$ cat config.mk
export PLATFORM = sky130hd
export DESIGN_NAME = mem_port_arbiter
export DESIGN_NICKNAME = d
export VERILOG_FILES = /design/src/rtl/cpu_pkg.sv /design/src/rtl/mem_arb_tag_pipe.sv /design/src/rtl/mem_port_arbiter.sv
export SDC_FILE = /design/constraint.sdc
export NUM_CORES = 1
export LEC_CHECK = 0
export CELL_PAD_IN_SITES_DETAIL_PLACEMENT = 1
export CELL_PAD_IN_SITES_GLOBAL_PLACEMENT = 2
export CORE_AREA = 2 2 80 82
export DETAILED_ROUTE_END_ITERATION = 8
export DIE_AREA = 0 0 82 84
export DONT_BUFFER_PORTS = 1
export PLACE_DENSITY_LB_ADDON = 0.1
export RECOVER_POWER = 50
export SKIP_CTS_REPAIR_TIMING = 1
export SYNTH_ARGS = -nofsm -noshare
export SYNTH_HDL_FRONTEND = slang
export SYNTH_SLANG_ARGS = --single-unit
$ cat constraint.sdc
create_clock -name clk -period 3.1 [get_ports clk]
set_clock_uncertainty 0.15 [all_clocks]
set_input_delay 0.31 -clock clk [delete_from_list [all_inputs] [get_ports clk]]
set_output_delay 0.31 -clock clk [all_outputs]
set_load 0.01 [all_outputs]
$ cat src/rtl/cpu_pkg.sv
// Shared core types: tag owner, arbiter FSM states,
// in-flight read tag bundle and memory latency limits.
package cpu_pkg;

  typedef enum logic {
    OWN_IF = 1'b0,
    OWN_DM = 1'b1
  } owner_e;

  typedef enum logic [1:0] {
    RUN   = 2'd0,
    DRAIN = 2'd1,
    HALT  = 2'd2
  } arb_state_e;

  typedef struct packed {
    logic   valid;
    owner_e owner;
    logic   drop;
  } tag_t;

  localparam int MEM_LAT_MIN = 1;
  localparam int MEM_LAT_MAX = 4;

  function automatic bit mem_lat_ok(input int lat);
    return (lat >= MEM_LAT_MIN) && (lat <= MEM_LAT_MAX);
  endfunction

endpackage

$ cat src/rtl/mem_arb_tag_pipe.sv
// Read-tag shift register matching memory latency.
// Flush marks in-flight fetch tags so they never respond.
module mem_arb_tag_pipe
  import cpu_pkg::*;
#(
  parameter int MEM_LAT = 1
) (
  input  logic   clk,
  input  logic   rst,
  input  logic   push_valid,
  input  owner_e push_owner,
  input  logic   flush,
  output tag_t   exit_tag,
  output logic   any_valid
);

  tag_t [MEM_LAT-1:0] stage_q;
  tag_t [MEM_LAT-1:0] next_q;

  // new tag enters clean; older fetch tags pick up drop
  always_comb begin
    next_q    = '0;
    next_q[0] = '{valid: push_valid,
                  owner: push_owner,
                  drop:  1'b0};
    for (int i = 1; i < MEM_LAT; i++) begin
      next_q[i] = stage_q[i-1];
      if (flush && stage_q[i-1].owner == OWN_IF)
        next_q[i].drop = 1'b1;
    end
  end

  // advance the pipe; reset discards every pending tag
  always_ff @(posedge clk) begin
    if (rst) stage_q <= '0;
    else     stage_q <= next_q;
  end

  // any tag still awaiting its response
  always_comb begin
    any_valid = 1'b0;
    for (int i = 0; i < MEM_LAT; i++)
      any_valid = any_valid | stage_q[i].valid;
  end

  assign exit_tag = stage_q[MEM_LAT-1];

endmodule

$ cat src/rtl/mem_port_arbiter.sv
// IF / MEM port arbiter for one shared memory.
// ARB_PERF_EN adds conflict and starvation counters.
module mem_port_arbiter
  import cpu_pkg::*;
#(
  parameter int ADDR_W     = 10,
  parameter int DATA_W     = 32,
  parameter int MEM_LAT    = 1,
  parameter int STARVE_MAX = 4
) (
  input  logic              clk,
  input  logic              rst,
  input  logic              if_req,
  input  logic [ADDR_W-1:0] if_addr,
  output logic              if_gnt,
  output logic              if_rvalid,
  output logic [DATA_W-1:0] if_rdata,
  input  logic              if_flush,
  input  logic              dm_req,
  input  logic              dm_we,
  input  logic [ADDR_W-1:0] dm_addr,
  input  logic [DATA_W-1:0] dm_wdata,
  output logic              dm_gnt,
  output logic              dm_rvalid,
  output logic [DATA_W-1:0] dm_rdata,
  output logic              mem_en,
  output logic              mem_we,
  output logic [ADDR_W-1:0] mem_addr,
  output logic [DATA_W-1:0] mem_wdata,
  input  logic [DATA_W-1:0] mem_rdata,
  input  logic              halt_req,
  output logic              halted
`ifdef ARB_PERF_EN
  ,
  output logic [31:0]       perf_conflict,
  output logic [31:0]       perf_starve
`endif
);

  localparam int SW = $clog2(STARVE_MAX + 1);
  localparam logic [SW-1:0] SMAX = SW'(STARVE_MAX);

  if (!mem_lat_ok(MEM_LAT)) begin : g_lat_chk
    $error("MEM_LAT outside 1..4");
  end

  arb_state_e    state_q;
  arb_state_e    state_d;
  logic [SW-1:0] starve_q;
  logic          force_if;
  logic          any_valid;
  logic          rd_push;
  owner_e        push_owner;
  tag_t          exit_tag;

  assign force_if = (starve_q == SMAX);

  // data has priority unless fetch has starved long enough
  always_comb begin
    if_gnt = 1'b0;
    dm_gnt = 1'b0;
    if (!rst && state_q == RUN) begin
      priority case (1'b1)
        (dm_req && !(if_req && force_if)): dm_gnt = 1'b1;
        if_req:                            if_gnt = 1'b1;
        default: ;
      endcase
    end
  end

  assign mem_en    = if_gnt | dm_gnt;
  assign mem_we    = dm_gnt & dm_we;
  assign mem_addr  = dm_gnt ? dm_addr : if_addr;
  assign mem_wdata = dm_wdata;

  assign rd_push    = mem_en & ~mem_we;
  assign push_owner = dm_gnt ? OWN_DM : OWN_IF;

  // count consecutive denied fetch cycles
  always_ff @(posedge clk) begin
    if (rst || !if_req || if_gnt)
      starve_q <= '0;
    else if (!force_if)
      starve_q <= starve_q + SW'(1);
  end

  mem_arb_tag_pipe #(
    .MEM_LAT    (MEM_LAT)
  ) u_tags (
    .clk        (clk),
    .rst        (rst),
    .push_valid (rd_push),
    .push_owner (push_owner),
    .flush      (if_flush),
    .exit_tag   (exit_tag),
    .any_valid  (any_valid)
  );

  assign if_rvalid = exit_tag.valid
                   & (exit_tag.owner == OWN_IF)
                   & ~exit_tag.drop
                   & ~if_flush;
  assign dm_rvalid = exit_tag.valid
                   & (exit_tag.owner == OWN_DM);
  assign if_rdata  = mem_rdata;
  assign dm_rdata  = mem_rdata;

  // state register
  always_ff @(posedge clk) begin
    if (rst) state_q <= RUN;
    else     state_q <= state_d;
  end

  // run, then drain pending reads, then park in halt
  always_comb begin
    state_d = state_q;
    unique case (state_q)
      RUN:     if (halt_req)   state_d = DRAIN;
      DRAIN:   if (!any_valid) state_d = HALT;
      HALT:    state_d = HALT;
      default: state_d = RUN;
    endcase
  end

  assign halted = (state_q == HALT);

`ifdef ARB_PERF_EN
  // wrapping event counters, frozen once halted
  always_ff @(posedge clk) begin
    if (rst) begin
      perf_conflict <= '0;
      perf_starve   <= '0;
    end else if (state_q != HALT) begin
      if (if_req && dm_req)
        perf_conflict <= perf_conflict + 32'd1;
      if (if_gnt && dm_req)
        perf_starve <= perf_starve + 32'd1;
    end
  end
`endif

endmodule

Yosys cells after proc, flatten, opt, wreduce, memory -nomap -nowiden --
Cells that the tools add are included.
Storage, ports and cells: bits in registers 7, input bits 91, output and inout bits 113
Cells by class: add/subtract/negate cells 1, equality and inequality tests 5, muxes and demuxes 10, bitwise logic cells 11, reduce and logical (&&, ||, !) cells 10
Operators with widths (count):
- $mux 10 | 1
- $and 1x1->1 | 6
- $mux 1 | 6
- $pmux 2 s3 | 1
- $mux 2 | 2
- $ne 2x2->1 const B | 2
- $add 3x1->3 const B | 1
- $eq 3x3->1 const B | 1
- $logic_and 1x1->1 | 3
- $logic_not 1->1 | 3
- $not 1->1 | 3
- $eq 2x1->1 const B | 1
- $eq 2x2->1 const B | 1
- $logic_not 2->1 | 1
- $logic_or 1x1->1 | 2
- $reduce_and 2->1 | 1
- $not 1->1 const A | 1
- $or 1x1->1 | 1

Depth between registers and ports, before layout --
depth after elaboration 9, depth in mapped cells 6, mapped depth without buffers 5

Cells and area by module --
From an unflattened synthesis, not the netlist that was laid out.
Second synthesis, totals: cell total of the unflattened synthesis 165, area, all modules 1307.5 sq um
By module, submodules not included:
- mem_port_arbiter | instances 1, cells an instance 158, area an instance 1236.2 sq um
- mem_arb_tag_pipe | instances 1, cells an instance 7, area an instance 71.3 sq um

Worst setup path before layout --
No wires, ideal clock.
kind register -> output, start point register starve_q[0], end point output port mem_addr[4], arrival 1425 ps, required time 2640 ps, setup slack 1215 ps, stages on the path, launching flop included 7, cell sequence dfxtp_1 -> inv_1 -> ha_1 -> nand2_2 -> o2111ai_4 -> buf_6 -> mux2_1
On the way: cells in the longest elaborated chain, start to end 7
RTL lines:
- from (decl) | line mem_port_arbiter.sv:49 | logic [SW-1:0] starve_q;
- from (signal assigned) | line mem_port_arbiter.sv:84 | starve_q <= starve_q + SW'(1);
- $eq 3x3->1 | line mem_port_arbiter.sv:56 | assign force_if = (starve_q == SMAX);
- $logic_and 1x1->1 | line mem_port_arbiter.sv:64 | (dm_req && !(if_req && force_if)): dm_gnt = 1'b1;
- $logic_not 1->1 | line mem_port_arbiter.sv:64
- $logic_and 1x1->1 | line mem_port_arbiter.sv:64
- $mux 1 | line mem_port_arbiter.sv:63 | priority case (1'b1)
- $mux 1 | line mem_port_arbiter.sv:62 | if (!rst && state_q == RUN) begin
- $mux 10 | line mem_port_arbiter.sv:73 | assign mem_addr = dm_gnt ? dm_addr : if_addr;
- to (decl) | line mem_port_arbiter.sv:28 | output logic [ADDR_W-1:0] mem_addr,
No other way between the ends.

Worst setup path after layout --
start point register starve_q[0], end point output port mem_addr[9]
The elaborated chain is that of the path after synthesis.

==> results_dict.tcl <==
set metrics [dict create \
    path_clk_slew_ns 0.04 \
    yosysWarnings 0 \
    rows 29 \
    rsz0062_at_grt "no" \
    fin_ws_ns 0.872 \
    vias_per_cell 3.77 \
    num_vias 550 \
    final_common_cell "inv_1" \
    fin_crit_ns 2.23 \
    postSynthCellCount 161 \
    timing.final.max_slew_violations 0 \
    min_to "u_tags.any_valid" \
    cts_tree "built" \
    synth_cell_types 22 \
    io_pins 204 \
    routed.top_layer "met4" \
    crit_cells 5 \
    max_freq_mhz 449 \
    drt-met1-wl_um 601 \
    critical_path_class "register to primary output" \
    critPathCaptureType "primary output" \
    slowest_stage "mux2_2" \
    grt_usage_pct 6.08 \
    worst_setup_path_start_kind "register" \
    finalSetupTns_ns 0 \
    r2r_cells 5 \
    num_antenna_cells 0 \
    drt_pass1_iterations 3 \
    seq_area_frac_synth_pct 10.9 \
    initial_utilization_pct 21.2 \
    power_uw 448 \
    fin_area_um2 709 \
    worst_ir_drop_vdd_mv 0.122 \
    root_buffer "clkbuf_8" \
    grt_max_degree 14 \
    grt_pass1_vias 636 \
    holdPathStages 2 \
    met2_length_um 923 \
    required_ns 2.64 \
    outcome "completed" \
    post-place-ws_ns 1.06 \
    placed_cells 141 \
    wl_per_cell_um 14.3 \
    cts_buffer_depth 2 \
    cp_max_fo 13 \
    dr_wl_met3_um 467 \
    ant_nets 0 \
    setup_violations 0 \
    core_um2 6100 \
    drive_above_1_share_pct 18.8 \
    reg2reg_to "starve_q[2]" \
    p_leak_nw 0.271 \
    die_w_um 82 \
    gp_congestion 0.613 \
    final_cell_count_no_fill 146 \
    max_cap_violations 0 \
    syn_area_um2 1290 \
    crit_arrival_ns 1.77 \
    critical_path.max_stage_delay_ns 0.42 \
    num-fill-cells 734 \
    die_h_um 84 \
    fin_crit_sh_pct 71.9 \
    ys_ff_latch 7 \
    antenna_found_initial 0 \
    worst_hold_startpoint "dm_req" \
    final_cell_mix "inv_1, nor2_1, dfxtp_1" \
    crit_chain "inv_1, ha_1, nand2_2, o2111ai_4, mux2_2" \
    drt_iter0_drc 15 \
    finalHoldViolCount 0 \
    wl_mm 2.09 \
    cts_buffers 3 \
    cts_htree_levels 1 \
    dieArea_um2 6890 \
    r2r_slack_ns 1.44 \
    clk_latency_ns 0.23 \
    tightest_slew_ns 0.436 \
    max-slew-margin-rel_pct 70.9 \
    placed_area_um2 654 \
    grt_overflow_total 0 \
    port-buffer-count 0 \
    grt_pass1_wl_mm 3.13 \
    drc_errors 0 \
    design.final.nets 167 \
    crit_family "multiplexers" \
    min_path_type "input port to register" \
    dp_hpwl_mm 1.81 \
    avgSynthCellArea_um2 8.01 \
    power_density_nw_per_um2 631 \
    area_delta_synth_final_pct -45.0 \
    cts.sink_count 7 \
    syn-num-nets 258 \
    timing.rr.start "starve_q[0]" \
    crit_buf_inv 1 \
]
-- worst max path at each step --
stage	to	start
CTS	mem_addr[9]	starve_q[0]
global placement	mem_addr[0]	starve_q[0]
global route	mem_addr[0]	starve_q[0]
detailed placement	mem_addr[9]	starve_q[0]
finish	mem_addr[9]	starve_q[0]
floorplan	mem_addr[4]	starve_q[0]
-- sequential cells by signal, indices dropped and copies added, names as in the netlist --
name and count:
u_tags.exit_tag 1, state_q 2, starve_q 3, u_tags.any_valid 1
-- synthesized netlist by cell type --
cell | number | area [µm²]
a21oi_1 | 4 | 20.0
nand3_1 | 1 | 5.00
mux2_1 | 4 | 45.0
buf_6 | 1 | 11.3
and2_1 | 2 | 12.5
nand2_2 | 1 | 6.26
mux2_2 | 6 | 67.6
dfxtp_1 | 7 | 140
buf_4 | 96 | 721
nor3_2 | 1 | 10.0
xnor2_1 | 1 | 8.76
nor2_1 | 7 | 26.3
o21ai_0 | 2 | 10.0
o2111ai_4 | 1 | 26.3
nor2b_1 | 1 | 6.26
a21bo_1 | 1 | 10.0
nand2_1 | 6 | 22.5
nand3b_1 | 2 | 15.0
nor3b_1 | 1 | 7.51
a211o_2 | 1 | 10.0
ha_1 | 6 | 75.1
inv_1 | 9 | 33.8
-- cells by family (layout without fill, tap and decap cells) --
kind of cell	Yosys count	in the layout	synth area share (%)
mux	10	10	8.73
xor+xnor	1	1	0.679
buf+inv	106	14	59.4
compound gates	9	9	5.92
fa+ha+maj	6	6	5.82
flops	7	7	10.9
simple gates	22	22	8.63
-- report_power, final --
part | switching (mW) | leakage, nW | internal, mW
clock | 0.0395 | 0.0228 | 0.0890
sequential | 0.0157 | 0.0574 | 0.111
combinational | 0.113 | 0.191 | 0.0795
total | 0.168 | 0.271 | 0.280
-- stage by stage --
stage | hold slack, ns | utilization, %
floorplan | 0.229 | -
global placement | 0.233 | 10.7
detailed placement | 0.235 | 10.7
CTS | -0.00792 | 11.5
global route | 0.0855 | 11.6
finish | 0.0896 | 11.6
-- layer usage --
layer	GRT usage (%)	up-vias
met5	0	-
met1	4.44	218
met2	8.35	87
li1	-	221
met3	6.06	24
met4	6.36	0
-- cell type report --
class | count | area (µm²) | area share (%)
Timing Repair Buffer | 1 | 10.0 | 1.41
Tap cell | 77 | 96.3 | 13.6
Sequential cell | 7 | 140 | 19.8
Clock buffer | 4 | 45.0 | 6.35
Multi-Input combinational cell | 48 | 384 | 54.1
Inverter | 9 | 33.8 | 4.76
No activity file was read; power rests on OpenSTA's default activity.
